$ cat config.mk
export PLATFORM = sky130hd
export DESIGN_NAME = noc_output_allocator
export DESIGN_NICKNAME = d
export VERILOG_FILES = /design/src/rtl/noc_pkg.sv /design/src/rtl/rr_arbiter.sv /design/src/rtl/noc_output_allocator.sv
export SDC_FILE = /design/constraint.sdc
export NUM_CORES = 1
export LEC_CHECK = 0
export CAP_MARGIN = 15
export CELL_PAD_IN_SITES_DETAIL_PLACEMENT = 1
export CELL_PAD_IN_SITES_GLOBAL_PLACEMENT = 1
export CORE_MARGIN = 2
export CORE_UTILIZATION = 45
export DETAILED_ROUTE_END_ITERATION = 16
export PLACE_DENSITY_LB_ADDON = 0.1
export SLEW_MARGIN = 20
export SYNTH_ARGS = -nofsm -noshare
export SYNTH_HDL_FRONTEND = slang
export SYNTH_SLANG_ARGS = --single-unit
$ cat constraint.sdc
create_clock -name clk -period 5.8 [get_ports clk]
set_input_delay 1.45 -clock clk [delete_from_list [all_inputs] [get_ports clk]]
set_output_delay 1.45 -clock clk [all_outputs]
set_load 0.05 [all_outputs]
$ cat src/rtl/noc_pkg.sv
// Shared definitions for the mesh router allocator.
//  - flit type encodings carried on in_flit_id
//  - port index constants (N, E, W, S, L)
//  - per-output allocation state
package noc_pkg;

   localparam logic [2:0] HEADER  = 3'b001;
   localparam logic [2:0] PAYLOAD = 3'b010;
   localparam logic [2:0] TAIL    = 3'b100;

   localparam int unsigned PORT_N = 0;
   localparam int unsigned PORT_E = 1;
   localparam int unsigned PORT_W = 2;
   localparam int unsigned PORT_S = 3;
   localparam int unsigned PORT_L = 4;

   typedef enum logic [0:0] {
      IDLE,
      BUSY
   } alloc_state_t;

endpackage

$ cat src/rtl/rr_arbiter.sv
// Round-robin arbiter with a registered priority pointer.
//  clk, rst : clock, synchronous active-high reset (pointer -> 0)
//  req      : request vector
//  update   : accept the current winner; pointer moves to winner+1 (mod N)
//  gnt      : one-hot winner, searched upward from the pointer
//  gnt_idx  : binary index of the winner (0 when no request)
module rr_arbiter #(
   parameter int unsigned N = 5,
   localparam int unsigned IdxW = (N > 1) ? $clog2(N) : 1
) (
   input  logic            clk,
   input  logic            rst,
   input  logic [N-1:0]    req,
   input  logic            update,
   output logic [N-1:0]    gnt,
   output logic [IdxW-1:0] gnt_idx
);

   logic [IdxW-1:0] ptr_q, ptr_d;
   logic [IdxW:0]   pos;

   // Walk from the farthest position back towards the pointer so the last hit,
   // i.e. the one closest to the pointer, wins.
   always_comb begin
      gnt     = '0;
      gnt_idx = '0;
      pos     = '0;
      for (int k = N - 1; k >= 0; k--) begin
         pos = {1'b0, ptr_q} + (IdxW + 1)'(k);
         if (pos >= (IdxW + 1)'(N)) begin
            pos = pos - (IdxW + 1)'(N);
         end
         if (req[pos[IdxW-1:0]]) begin
            gnt                 = '0;
            gnt[pos[IdxW-1:0]]  = 1'b1;
            gnt_idx             = pos[IdxW-1:0];
         end
      end
   end

   always_comb begin
      ptr_d = ptr_q;
      if (update) begin
         ptr_d = (gnt_idx == IdxW'(N - 1)) ? '0 : gnt_idx + IdxW'(1);
      end
   end

   always_ff @(posedge clk) begin
      if (rst) begin
         ptr_q <= '0;
      end else begin
         ptr_q <= ptr_d;
      end
   end

endmodule

$ cat src/rtl/noc_output_allocator.sv
// Switch allocator for the 5-port mesh router. Each output arbitrates round-robin
// among inputs presenting a HEADER for it, then holds the grant for the whole packet
// (wormhole) and moves one flit per cycle while downstream credits are available.
//  clk, rst   : clock, synchronous active-high reset
//  in_valid   : input FIFO i non-empty
//  in_flit_id : flit type at head of input i, [3i+2:3i]
//  in_req     : bit [i*NPORTS+o] = input i wants output o
//  credit_in  : one credit returned on output o
//  in_rd_en   : pop head flit of input i
//  xbar_sel   : input index connected to output o, [3o+2:3o]
//  out_valid  : flit on output o valid this cycle
//  credit_err : sticky credit counter overflow
module noc_output_allocator
   import noc_pkg::*;
#(
   parameter int unsigned NPORTS    = 5,
   parameter int unsigned BUF_DEPTH = 4
) (
   input  logic                     clk,
   input  logic                     rst,
   input  logic [NPORTS-1:0]        in_valid,
   input  logic [3*NPORTS-1:0]      in_flit_id,
   input  logic [NPORTS*NPORTS-1:0] in_req,
   input  logic [NPORTS-1:0]        credit_in,
   output logic [NPORTS-1:0]        in_rd_en,
   output logic [3*NPORTS-1:0]      xbar_sel,
   output logic [NPORTS-1:0]        out_valid,
   output logic                     credit_err
);

   localparam int unsigned IdxW = $clog2(NPORTS);
   localparam int unsigned CntW = $clog2(BUF_DEPTH + 1);
   localparam logic [CntW-1:0] CreditMax = CntW'(BUF_DEPTH);

   logic [NPORTS-1:0] busy;
   logic [NPORTS-1:0] xfer;
   logic [NPORTS-1:0] owned;
   logic [NPORTS-1:0] ovf;
   logic [IdxW-1:0]   owner [NPORTS];
   logic [2:0]        flit_id [NPORTS];
   logic              credit_err_q;

   always_comb begin
      for (int i = 0; i < NPORTS; i++) begin
         flit_id[i] = in_flit_id[3*i +: 3];
      end
   end

   // An input locked to a busy output must not be picked up by another output.
   always_comb begin
      owned = '0;
      for (int o = 0; o < NPORTS; o++) begin
         if (busy[o]) begin
            owned[owner[o]] = 1'b1;
         end
      end
   end

   always_comb begin
      in_rd_en = '0;
      for (int o = 0; o < NPORTS; o++) begin
         if (xfer[o]) begin
            in_rd_en[owner[o]] = 1'b1;
         end
      end
   end

   assign out_valid = xfer;

   for (genvar o = 0; o < NPORTS; o++) begin : g_out
      alloc_state_t    state_q, state_d;
      logic [IdxW-1:0] owner_q, owner_d;
      logic [CntW-1:0] credit_q, credit_d;
      logic [NPORTS-1:0] cand;
      logic [NPORTS-1:0] arb_gnt;
      logic [IdxW-1:0]   arb_idx;
      logic              has_credit;
      logic              grant;

      always_comb begin
         for (int i = 0; i < NPORTS; i++) begin
            cand[i] = in_valid[i] & in_req[i*NPORTS + o] & (flit_id[i] == HEADER) & ~owned[i];
         end
      end

      rr_arbiter #(
         .N (NPORTS)
      ) u_arb (
         .clk     (clk),
         .rst     (rst),
         .req     (cand),
         .update  (grant),
         .gnt     (arb_gnt),
         .gnt_idx (arb_idx)
      );

      assign has_credit = (credit_q != '0);
      assign grant      = (state_q == IDLE) & (|arb_gnt) & has_credit;
      // Reset drops an in-flight grant in the same cycle it is raised.
      assign xfer[o]    = ~rst & (state_q == BUSY) & in_valid[owner_q] & has_credit;
      assign busy[o]    = (state_q == BUSY);
      assign owner[o]   = owner_q;
      assign xbar_sel[3*o +: 3] = 3'(owner_q);

      always_comb begin
         state_d = state_q;
         owner_d = owner_q;
         unique case (state_q)
            IDLE: begin
               if (grant) begin
                  state_d = BUSY;
                  owner_d = arb_idx;
               end
            end
            BUSY: begin
               if (xfer[o] && (flit_id[owner_q] == TAIL)) begin
                  state_d = IDLE;
               end
            end
            default: state_d = IDLE;
         endcase
      end

      // Return and consume in the same cycle cancel; a return at full saturates.
      assign ovf[o] = credit_in[o] & ~xfer[o] & (credit_q == CreditMax);

      always_comb begin
         credit_d = credit_q;
         if (credit_in[o] && !xfer[o]) begin
            if (credit_q != CreditMax) begin
               credit_d = credit_q + CntW'(1);
            end
         end else if (!credit_in[o] && xfer[o]) begin
            credit_d = credit_q - CntW'(1);
         end
      end

      always_ff @(posedge clk) begin
         if (rst) begin
            state_q  <= IDLE;
            owner_q  <= '0;
            credit_q <= CreditMax;
         end else begin
            state_q  <= state_d;
            owner_q  <= owner_d;
            credit_q <= credit_d;
         end
      end
   end

   always_ff @(posedge clk) begin
      if (rst) begin
         credit_err_q <= 1'b0;
      end else if (|ovf) begin
         credit_err_q <= 1'b1;
      end
   end

   assign credit_err = credit_err_q;

   // Each input may target at most one output at a time.
   for (genvar i = 0; i < NPORTS; i++) begin : g_req_chk
      always_ff @(posedge clk) begin
         if (!rst && in_valid[i]) begin
            assert ($onehot0(in_req[i*NPORTS +: NPORTS]));
         end
      end
   end

endmodule

==> flow_summary.toml <==
[status]
status = "finished, final reports clean"

[clock_network]
htreeDepth = 2
clk_path_buf_depth = 2
cts-root-buf = "clkbuf_16"
clkLatencyLatePin_ns = 0.30
cts_tree = "done"
ctsHoldBuffers = 0
cts_buffers = 5
cts_sinks = 51
cts-resized-gates = 0
clk_pin_slew_ns = 0.07
cts_setup_buffers = 0

[worst_setup_path]
setup.worst_path.end_class = "output port"
cp.arrival_ns = 4.11
criticalPathCategory = "in2out"
cp.required_ns = 4.35
start_kind = "primary input"
critPathMaxFanout = 7

[drt]
dr.pass1.iters = 6
wl_um = 31760
drt_iter0_markers = 533
drc = 0
via_per_inst = 6.393
antenna_left = 0
wl_per_cell_um = 20.79
vias = 9769

[place]
portBuffers = 77
dp_hpwl_um = 25140
placedInstanceArea_um2 = 9908
gp_congestion = 0.9227
dp_slack_ns = 0.3009

[timing]
finalSetupTns_ns = 0
rsz0062_at_grt = "no"
tightest_slew_ns = 0.9924
max_clock_freq_mhz = 179.8
layout_setup_ws_ns = 0.2382
drv_slew = 0
fin_crit_ns = 5.562
setup_viol = 0
slew_headroom = 0.3384
timing.final.crit_share = 0.9589
worst_clock_skew_ns = 0.003896
hold_violations = 0

[worst_hold_path]
hold_class = "reg2reg"

[synthesis]
seq_area_frac_synth = 0.1150
synth_nets = 1334
netlist_top_cells_area = "dfxtp_1, ha_1, mux2i_1"
synth_cells = 1218
yosys_most_used_dff = "dfxtp_1"
synthDominantCellAreaShare = 0.1150
ys_async_sr_fraction = 0
yosys_warnings = 0
synth_top_area_cell = "dfxtp_1"
synth_edf_count = 0
synth.distinct_cells = 107
synth_area_um2 = 8881
postSynthAreaPerCell_um2 = 7.291
synth_seq_cells = 51

[die]
initial_core_util = 0.4578
rows = 51
fp.dieH_um = 144.5
core_um2 = 19400
boundaryPins = 78
dieArea_um2 = 20880
die_w_um = 144.5

[finish]
final_layout_size_suffix_gt1_frac = 0.08076
area_growth_pct = 13.06
n_antenna_cell = 0
fin_nets = 1380
stdcell_area_um2 = 10040

[flow_run]
drv_cap = 0

[global_route]
overflow = 0
grt_max_degree = 27
track_usage = 0.3012
grt_pass1_wl_um = 50170
antenna_found_initial = 0
grt_pass1_vias = 9455

[power_and_ir_drop]
powerDensity_nw_per_um2 = 530.3
finalPower_mw = 5.325
power.leakage_nw = 3.903
max-vdd-ir-drop_mv = 0.2778
through the flow:
stage                     cells  hold WS, ns  utilization
after global routing       1528       0.5528       0.5176
after global placement     1522       0.5035       0.5108
after floorplan            1218       0.4872            -
final                      1528       0.5349       0.5176
after CTS                  1528       0.5389       0.5176
after detailed placement   1522       0.5121       0.5108
cells by family after synthesis:
group	after synthesis	synth area share
buffers and inverters	125	0.05974
flip-flops	51	0.1150
AO/OA/AOI/OAI	376	0.2994
adder cells (fa/ha/maj)	64	0.09862
XOR/XNOR	31	0.03057
multiplexers	82	0.09834
AND/OR/NAND/NOR	489	0.2984
power breakdown:
part	leakage (nW)	switching, mW	internal (mW)	total, mW
clock network	0.0618	0.138	0.156	0.294
logic	3.42	2.59	1.70	4.29
registers	0.417	0.283	0.460	0.743
total	3.90	3.01	2.32	5.33
layout make-up:
cell class | count | area [um^2]
Fill cell | 2491 | 9358
Multi-Input combinational cell | 1042 | 7330
Sequential cell | 51 | 1021
Timing Repair Buffer | 98 | 978.4
Tap cell | 265 | 331.6
Inverter | 66 | 247.7
Clock buffer | 5 | 125.1
Clock inverter | 1 | 7.507
placed cells by master (no fill, tap or decap), drive strengths merged, types with 15 or more instances in the layout:
cell type        n
a211oi          24
a21o            17
a21oi           91
a22oi           15
a31oi           22
and3            19
buf             30
clkdlybuf4s50   68
dfxtp           51
ha              54
inv             65
mux2i           67
nand2           89
nand2b          22
nand3           65
nor2           127
nor2b           19
nor3            39
o21ai           72
o31ai           16
xnor2           30
path summary, 6_finish.rpt:
| kind | startpoint | end | slack, ns | cells past startpoint |
|---|---|---|---|---|
| setup / recovery | in_valid[3] | in_rd_en[2] | 0.24 | 11 |
| hold / removal | g_out[2].credit_q[2] | g_out[2].credit_q[2] | 0.53 | 2 |
| setup reg to reg | g_out[0].u_arb.ptr_q[0] | g_out[0].u_arb.ptr_q[0] | 1.12 | 15 |
| hold reg to reg | g_out[2].credit_q[2] | g_out[2].credit_q[2] | 0.53 | 2 |
cell usage after synthesis, drive strengths merged, types with 30 or more instances:
cell type	instances
nand3	65
nor2	127
inv	65
mux2i	67
nor3	39
o21ai	72
dfxtp	51
a21oi	91
xnor2	30
nand2	89
ha	54
clkbuf	36
critical path: stages:
cell and delay [ns]:
clkdlybuf4s50_1 0.50, mux4_2 0.29, nor2b_1 0.17, a31oi_1 0.08
or4b_2 0.78, inv_1 0.18, nand2_1 0.09, nor3_1 0.15
a21oi_1 0.06, nand3_1 0.18, buf_12 0.16
layer usage:
metal  share of wire  global-route usage  routed length [um]  vias up
met5               0                   0                   0        -
met4           0.017             0.06694                 526        0
met3           0.051             0.03113                1631       38
met1            0.44              0.3989               14120     4788
li1                -                   -                   -     4664
met2            0.49              0.5283               15490      279
flip-flops by register name, indices dropped and copies added, names as in the netlist:
signal / flops
credit_err: 1
g_out.credit_q: 15
g_out.owner_q: 15
g_out.state_q: 5
g_out.u_arb.ptr_q: 15
(Power assumes the default switching activity.)
